### config.mk
export PLATFORM = sky130hd
export DESIGN_NAME = gsm_mul_sched
export DESIGN_NICKNAME = d
export VERILOG_FILES = /design/src/rtl/gsm_mul_pkg.sv /design/src/rtl/gsm_mul_core.sv /design/src/rtl/gsm_mul_sched.sv
export SDC_FILE = /design/constraint.sdc
export NUM_CORES = 1
export LEC_CHECK = 0
export CORE_MARGIN = 2
export CORE_UTILIZATION = 53
export CTS_BUF_LIST = sky130_fd_sc_hd__clkbuf_2
export DETAILED_ROUTE_END_ITERATION = 8
export PLACE_DENSITY = 0.85
export SYNTH_ARGS = -nofsm -noshare
export SYNTH_HDL_FRONTEND = slang
export SYNTH_SLANG_ARGS = --single-unit
### constraint.sdc
create_clock -name clk -period 12.7 [get_ports clk]
set_input_delay 2.54 -clock clk [delete_from_list [all_inputs] [get_ports clk]]
set_output_delay 2.54 -clock clk [all_outputs]
set_load 0.005 [all_outputs]
### src/rtl/gsm_mul_pkg.sv
// rtl/gsm_mul_pkg.sv - shared types and widths for the GSM multiplier scheduler
package gsm_mul_pkg;

   localparam int NCH = 3;
   localparam int W0A = 8;
   localparam int W0B = 8;
   localparam int W1A = 16;
   localparam int W1B = 16;
   localparam int W2A = 16;
   localparam int W2B = 8;
   localparam int OPW = 16;

   typedef enum logic [1:0] {IDLE, MUL, DONE} state_e;

   function automatic logic [OPW-1:0] sext8(input logic [7:0] v);
      return {{(OPW-8){v[7]}}, v};
   endfunction

endpackage

### src/rtl/gsm_mul_core.sv
// rtl/gsm_mul_core.sv - combinational 16x16 two's-complement multiplier
module gsm_mul_core
   import gsm_mul_pkg::*;
(
   input  logic signed [OPW-1:0]   a,
   input  logic signed [OPW-1:0]   b,
   output logic signed [2*OPW-1:0] p
);

   assign p = a * b;

endmodule

### src/rtl/gsm_mul_sched.sv
// rtl/gsm_mul_sched.sv - round-robin scheduler sharing one multiplier among three GSM product channels
// Per-channel saturating busy counters are added when GSM_MUL_SCHED_CNT_EN is defined.
module gsm_mul_sched
   import gsm_mul_pkg::*;
#(
   parameter int MUL_LAT = 2
`ifdef GSM_MUL_SCHED_CNT_EN
   ,
   parameter int CNT_W = 16
`endif
) (
   input  logic           clk,
   input  logic           rst,
   input  logic [NCH-1:0] req,
   input  logic [W0A-1:0] a0,
   input  logic [W0B-1:0] b0,
   input  logic [W1A-1:0] a1,
   input  logic [W1B-1:0] b1,
   input  logic [W2A-1:0] a2,
   input  logic [W2B-1:0] b2,
   output logic [NCH-1:0] gnt,
   output logic [NCH-1:0] vld,
   output logic [15:0]    p0,
   output logic [31:0]    p1,
   output logic [23:0]    p2,
   output logic           busy
`ifdef GSM_MUL_SCHED_CNT_EN
   ,
   output logic [CNT_W-1:0] busy_cnt0,
   output logic [CNT_W-1:0] busy_cnt1,
   output logic [CNT_W-1:0] busy_cnt2
`endif
);

   localparam logic [3:0] CNT_INIT = 4'(MUL_LAT - 1);

   state_e             state_q, state_d;
   logic [1:0]         sel_q, sel_d;
   logic [1:0]         last_q, last_d;
   logic [3:0]         cnt_q, cnt_d;
   logic [OPW-1:0]     opa_q, opa_d;
   logic [OPW-1:0]     opb_q, opb_d;
   logic [NCH-1:0]     gnt_q, gnt_d;
   logic [NCH-1:0]     vld_q, vld_d;
   logic [15:0]        p0_q, p0_d;
   logic [31:0]        p1_q, p1_d;
   logic [23:0]        p2_q, p2_d;
   logic signed [2*OPW-1:0] prod;
   logic [1:0]         pick;
   logic [1:0]         cand;
   logic               found;

   gsm_mul_core u_core (
      .a (opa_q),
      .b (opb_q),
      .p (prod)
   );

   always_comb begin
      state_d = state_q;
      sel_d   = sel_q;
      last_d  = last_q;
      cnt_d   = cnt_q;
      opa_d   = opa_q;
      opb_d   = opb_q;
      gnt_d   = '0;
      vld_d   = '0;
      p0_d    = p0_q;
      p1_d    = p1_q;
      p2_d    = p2_q;
      found   = 1'b0;
      pick    = '0;
      cand    = '0;

      // Search starts just after the last served channel so every requester gets a turn.
      for (int k = 1; k <= NCH; k++) begin
         cand = 2'((int'(last_q) + k) % NCH);
         if (!found && req[cand]) begin
            found = 1'b1;
            pick  = cand;
         end
      end

      case (state_q)
         IDLE: begin
            if (found) begin
               sel_d   = pick;
               last_d  = pick;
               cnt_d   = CNT_INIT;
               gnt_d   = 3'(3'b001 << pick);
               state_d = MUL;
               case (pick)
                  2'd0: begin
                     opa_d = sext8(a0);
                     opb_d = sext8(b0);
                  end
                  2'd1: begin
                     opa_d = a1;
                     opb_d = b1;
                  end
                  default: begin
                     opa_d = a2;
                     opb_d = sext8(b2);
                  end
               endcase
            end
         end
         MUL: begin
            if (cnt_q == 4'd0) begin
               vld_d   = 3'(3'b001 << sel_q);
               state_d = DONE;
               case (sel_q)
                  2'd0:    p0_d = prod[15:0];
                  2'd1:    p1_d = prod[31:0];
                  default: p2_d = prod[23:0];
               endcase
            end else begin
               cnt_d = cnt_q - 4'd1;
            end
         end
         DONE:    state_d = IDLE;
         default: state_d = IDLE;
      endcase
   end

   always_ff @(posedge clk) begin
      if (rst) begin
         state_q <= IDLE;
         sel_q   <= '0;
         last_q  <= 2'd2;
         cnt_q   <= '0;
         opa_q   <= '0;
         opb_q   <= '0;
         gnt_q   <= '0;
         vld_q   <= '0;
         p0_q    <= '0;
         p1_q    <= '0;
         p2_q    <= '0;
      end else begin
         state_q <= state_d;
         sel_q   <= sel_d;
         last_q  <= last_d;
         cnt_q   <= cnt_d;
         opa_q   <= opa_d;
         opb_q   <= opb_d;
         gnt_q   <= gnt_d;
         vld_q   <= vld_d;
         p0_q    <= p0_d;
         p1_q    <= p1_d;
         p2_q    <= p2_d;
      end
   end

   assign gnt  = gnt_q;
   assign vld  = vld_q;
   assign p0   = p0_q;
   assign p1   = p1_q;
   assign p2   = p2_q;
   assign busy = (state_q != IDLE);

`ifdef GSM_MUL_SCHED_CNT_EN
   logic [CNT_W-1:0] bcnt_q [NCH];
   logic [CNT_W-1:0] bcnt_d [NCH];

   always_comb begin
      for (int i = 0; i < NCH; i++) begin
         bcnt_d[i] = bcnt_q[i];
         if ((req[i] || (state_q != IDLE && sel_q == 2'(i))) && bcnt_q[i] != '1) begin
            bcnt_d[i] = bcnt_q[i] + 1'b1;
         end
      end
   end

   always_ff @(posedge clk) begin
      for (int i = 0; i < NCH; i++) begin
         if (rst) bcnt_q[i] <= '0;
         else     bcnt_q[i] <= bcnt_d[i];
      end
   end

   assign busy_cnt0 = bcnt_q[0];
   assign busy_cnt1 = bcnt_q[1];
   assign busy_cnt2 = bcnt_q[2];
`endif

endmodule

==> impl_metrics.yaml <==
clock_network:
  cts_resized: 0
  insertion_delay_ns: 0.72
  cts_sinks: 119
  cts_max_level: 4
  clk_pin_slew_worst_paths_ns: 0.20
  cts_buffer_depth: 2
  postCtsHoldBufs: 0
  post_cts_buffers: 0
  cts_made_buffers: 17
  clock-root-buffer: "clkbuf_2"
  cts_tree: "done"
die:
  dieArea_um2: 28700
  rows: 60
  die_h_um: 169
  initial_core_util_pct: 53.8
  coreArea_um2: 27000
  die_w_um: 169
  ios: 156
global_routing:
  grt_use_total_pct: 28.8
  overflow: 0
  grt_pass1_vias: 12697
  grt_max_degree: 86
  grt_pass1_wl_um: 64900
  antenna_found_initial: 1
synthesis:
  async_flop_share_pct: 0
  synth_area_per_cell_um2: 8.69
  syn-cell-area_um2: 14500
  ys_seq_elements: 119
  syn-num-nets: 2096
  synth_enable_flop_cells: 0
  seq_area_frac_synth_pct: 16.4
  synthFlopType: "dfxtp_1"
  yosys_warnings: 0
  ys_types: 61
  syn-instance-count: 1671
placement:
  dp_hpwl_um: 30600
  port-buffer-count: 155
  gp_congestion: 0.983
sta:
  period_share_pct: 54.6
  skew_ns: 0.0480
  worst_pin_slew_ns: 1.04
  drv_slew: 0
  setup_viol: 0
  relSlewSlack_pct: 30.1
  hold_viol: 0
  fmax_mhz: 144
  fin_crit_ns: 6.93
  tns_ns: 0
  rsz0062_at_grt: "false"
  whs_ns: 0.472
critical_path:
  rr_worst_depth: 19
  endpoint_kind: "flip-flop"
  r2r-end: "p1[31]"
  crit_slowest_cell: "fa_1"
  r2r-start: "opa_q[15]"
  critPathRequiredTime_ns: 13.35
  ff2ff_setup_slack_ns: 5.77
  worstPathMaxFanout: 17
  cpPeakStageDelay_ns: 1.00
  crit_chain: "nand2_1 > fa_1 > inv_1 > fa_1 > fa_1 > fa_1 > fa_1 > inv_1 > fa_1 > inv_1 > ha_1 > nand4_1 > nor2_1 > nand3_1 > a211oi_1 > nor4b_2 > o31ai_1 > nand3_1 > o211ai_1"
  crit_arrival_ns: 7.58
  critical_path.most_common_cell: "fa_1"
  start_kind: "flip-flop"
  worstSetupPathType: "flip-flop to flip-flop"
run:
  maxCapViolations: 0
worst_hold_path:
  hold_depth: 2
  hold_start: "p1[21]"
  hp-class: "flip-flop to flip-flop"
  hold_path_end: "p1[21]"
final_layout:
  layout_common_cells: "328 x inv_1, 266 x nand2_1, 262 x fa_1"
  fill_cells: 2173
  area_delta_synth_final_pct: 13.9
  seqCellArea_um2: 2380
  final_common_cell: "inv_1"
  multi_input_area_um2: 10600
  layout-drive-gt1-share_pct: 3.02
  final_nets: 2201
drt:
  vias: 12031
  wire_per_inst_um: 18.5
  viasPerCell: 5.65
  drc_errors: 1
  ant_nets: 0
  dr.pass1.iters: 9
  wl_um: 39400
  drt_iter0_drc: 1167
outcome:
  violations: "DRC"
  outcome: "finished with violations"
Yosys cell counts (16+ instances only):
| cell | n | area, µm² |
|---|---|---|
| nor2_1 | 43 | 161 |
| fa_1 | 262 | 5250 |
| clkbuf_1 | 69 | 259 |
| and2_1 | 127 | 795 |
| nand3_1 | 16 | 80.1 |
| o21ai_0 | 46 | 230 |
| nand2_1 | 266 | 998 |
| inv_1 | 328 | 1230 |
| dfxtp_1 | 119 | 2380 |
| a21oi_1 | 112 | 561 |
| xnor2_1 | 27 | 236 |
| ha_1 | 86 | 1080 |
cells by family after synthesis:
| kind of cell | synth area share (%) |
|---|---|
| XOR/XNOR | 1.93 |
| adder cells (fa/ha/maj) | 43.6 |
| AND/OR/NAND/NOR | 16.4 |
| AO/OA/AOI/OAI | 10.9 |
| multiplexers | 0.138 |
| flip-flops | 16.4 |
| buffers and inverters | 10.5 |
state kept, by name, summed over array words and instances (netlist names):
signal	flops
p1	32
p2	24
opa_q	16
opb_q	16
p0	16
cnt_q	4
gnt	3
vld	3
sel_q	2
state_q	2
last_q	1
critical path, delay by kind of cell (launching register included):
kind	cells	cell delay (ns)
flops	1	0.72
compound gates	3	0.89
simple gates	6	0.95
buf+inv	3	0.18
fa+ha+maj	7	4.13
routing by layer:
layer	vias to the layer above	wire length [µm]	track usage, %
met4	0	1040	9.18
li1	5380	-	-
met1	5932	15400	38.0
met2	621	18900	46.3
met3	98	4100	8.00
met5	-	0	0
per-stage QoR:
| step | area, µm² | cells | setup slack (ns) | util (%) |
|---|---|---|---|---|
| floorplan | 14500 | 1671 | 6.57 | - |
| global placement | 16300 | 2098 | 6.12 | 60.3 |
| detailed placement | 16300 | 2098 | 5.91 | 60.3 |
| CTS | 16500 | 2130 | 5.86 | 61.3 |
| global route | 16500 | 2131 | 5.35 | 61.3 |
| finish | 16500 | 2131 | 5.77 | 61.3 |
worst max-delay path by stage:
stage                     depth (start not counted)      start     end
final                                            19  opa_q[15]  p1[31]
after global routing                             19  opa_q[15]  p1[31]
after CTS                                        19  opa_q[15]  p1[31]
after detailed placement                         19  opa_q[15]  p1[31]
after global placement                           19  opa_q[15]  p1[31]
after floorplan                                  20  opa_q[15]  p1[31]
layout make-up:
cell class | instances | area share, %
multi-input combinational | 1146 | 64.2
sequential | 119 | 14.4
timing repair buffer | 163 | 9.72
inverter | 329 | 7.47
tap | 341 | 2.58
clock inverter | 13 | 1.03
clock buffer | 19 | 0.575
antenna | 1 | 0.0151
Power is not shown: default switching activity piles up to over one toggle a cycle in this logic, so the estimate is an artifact.
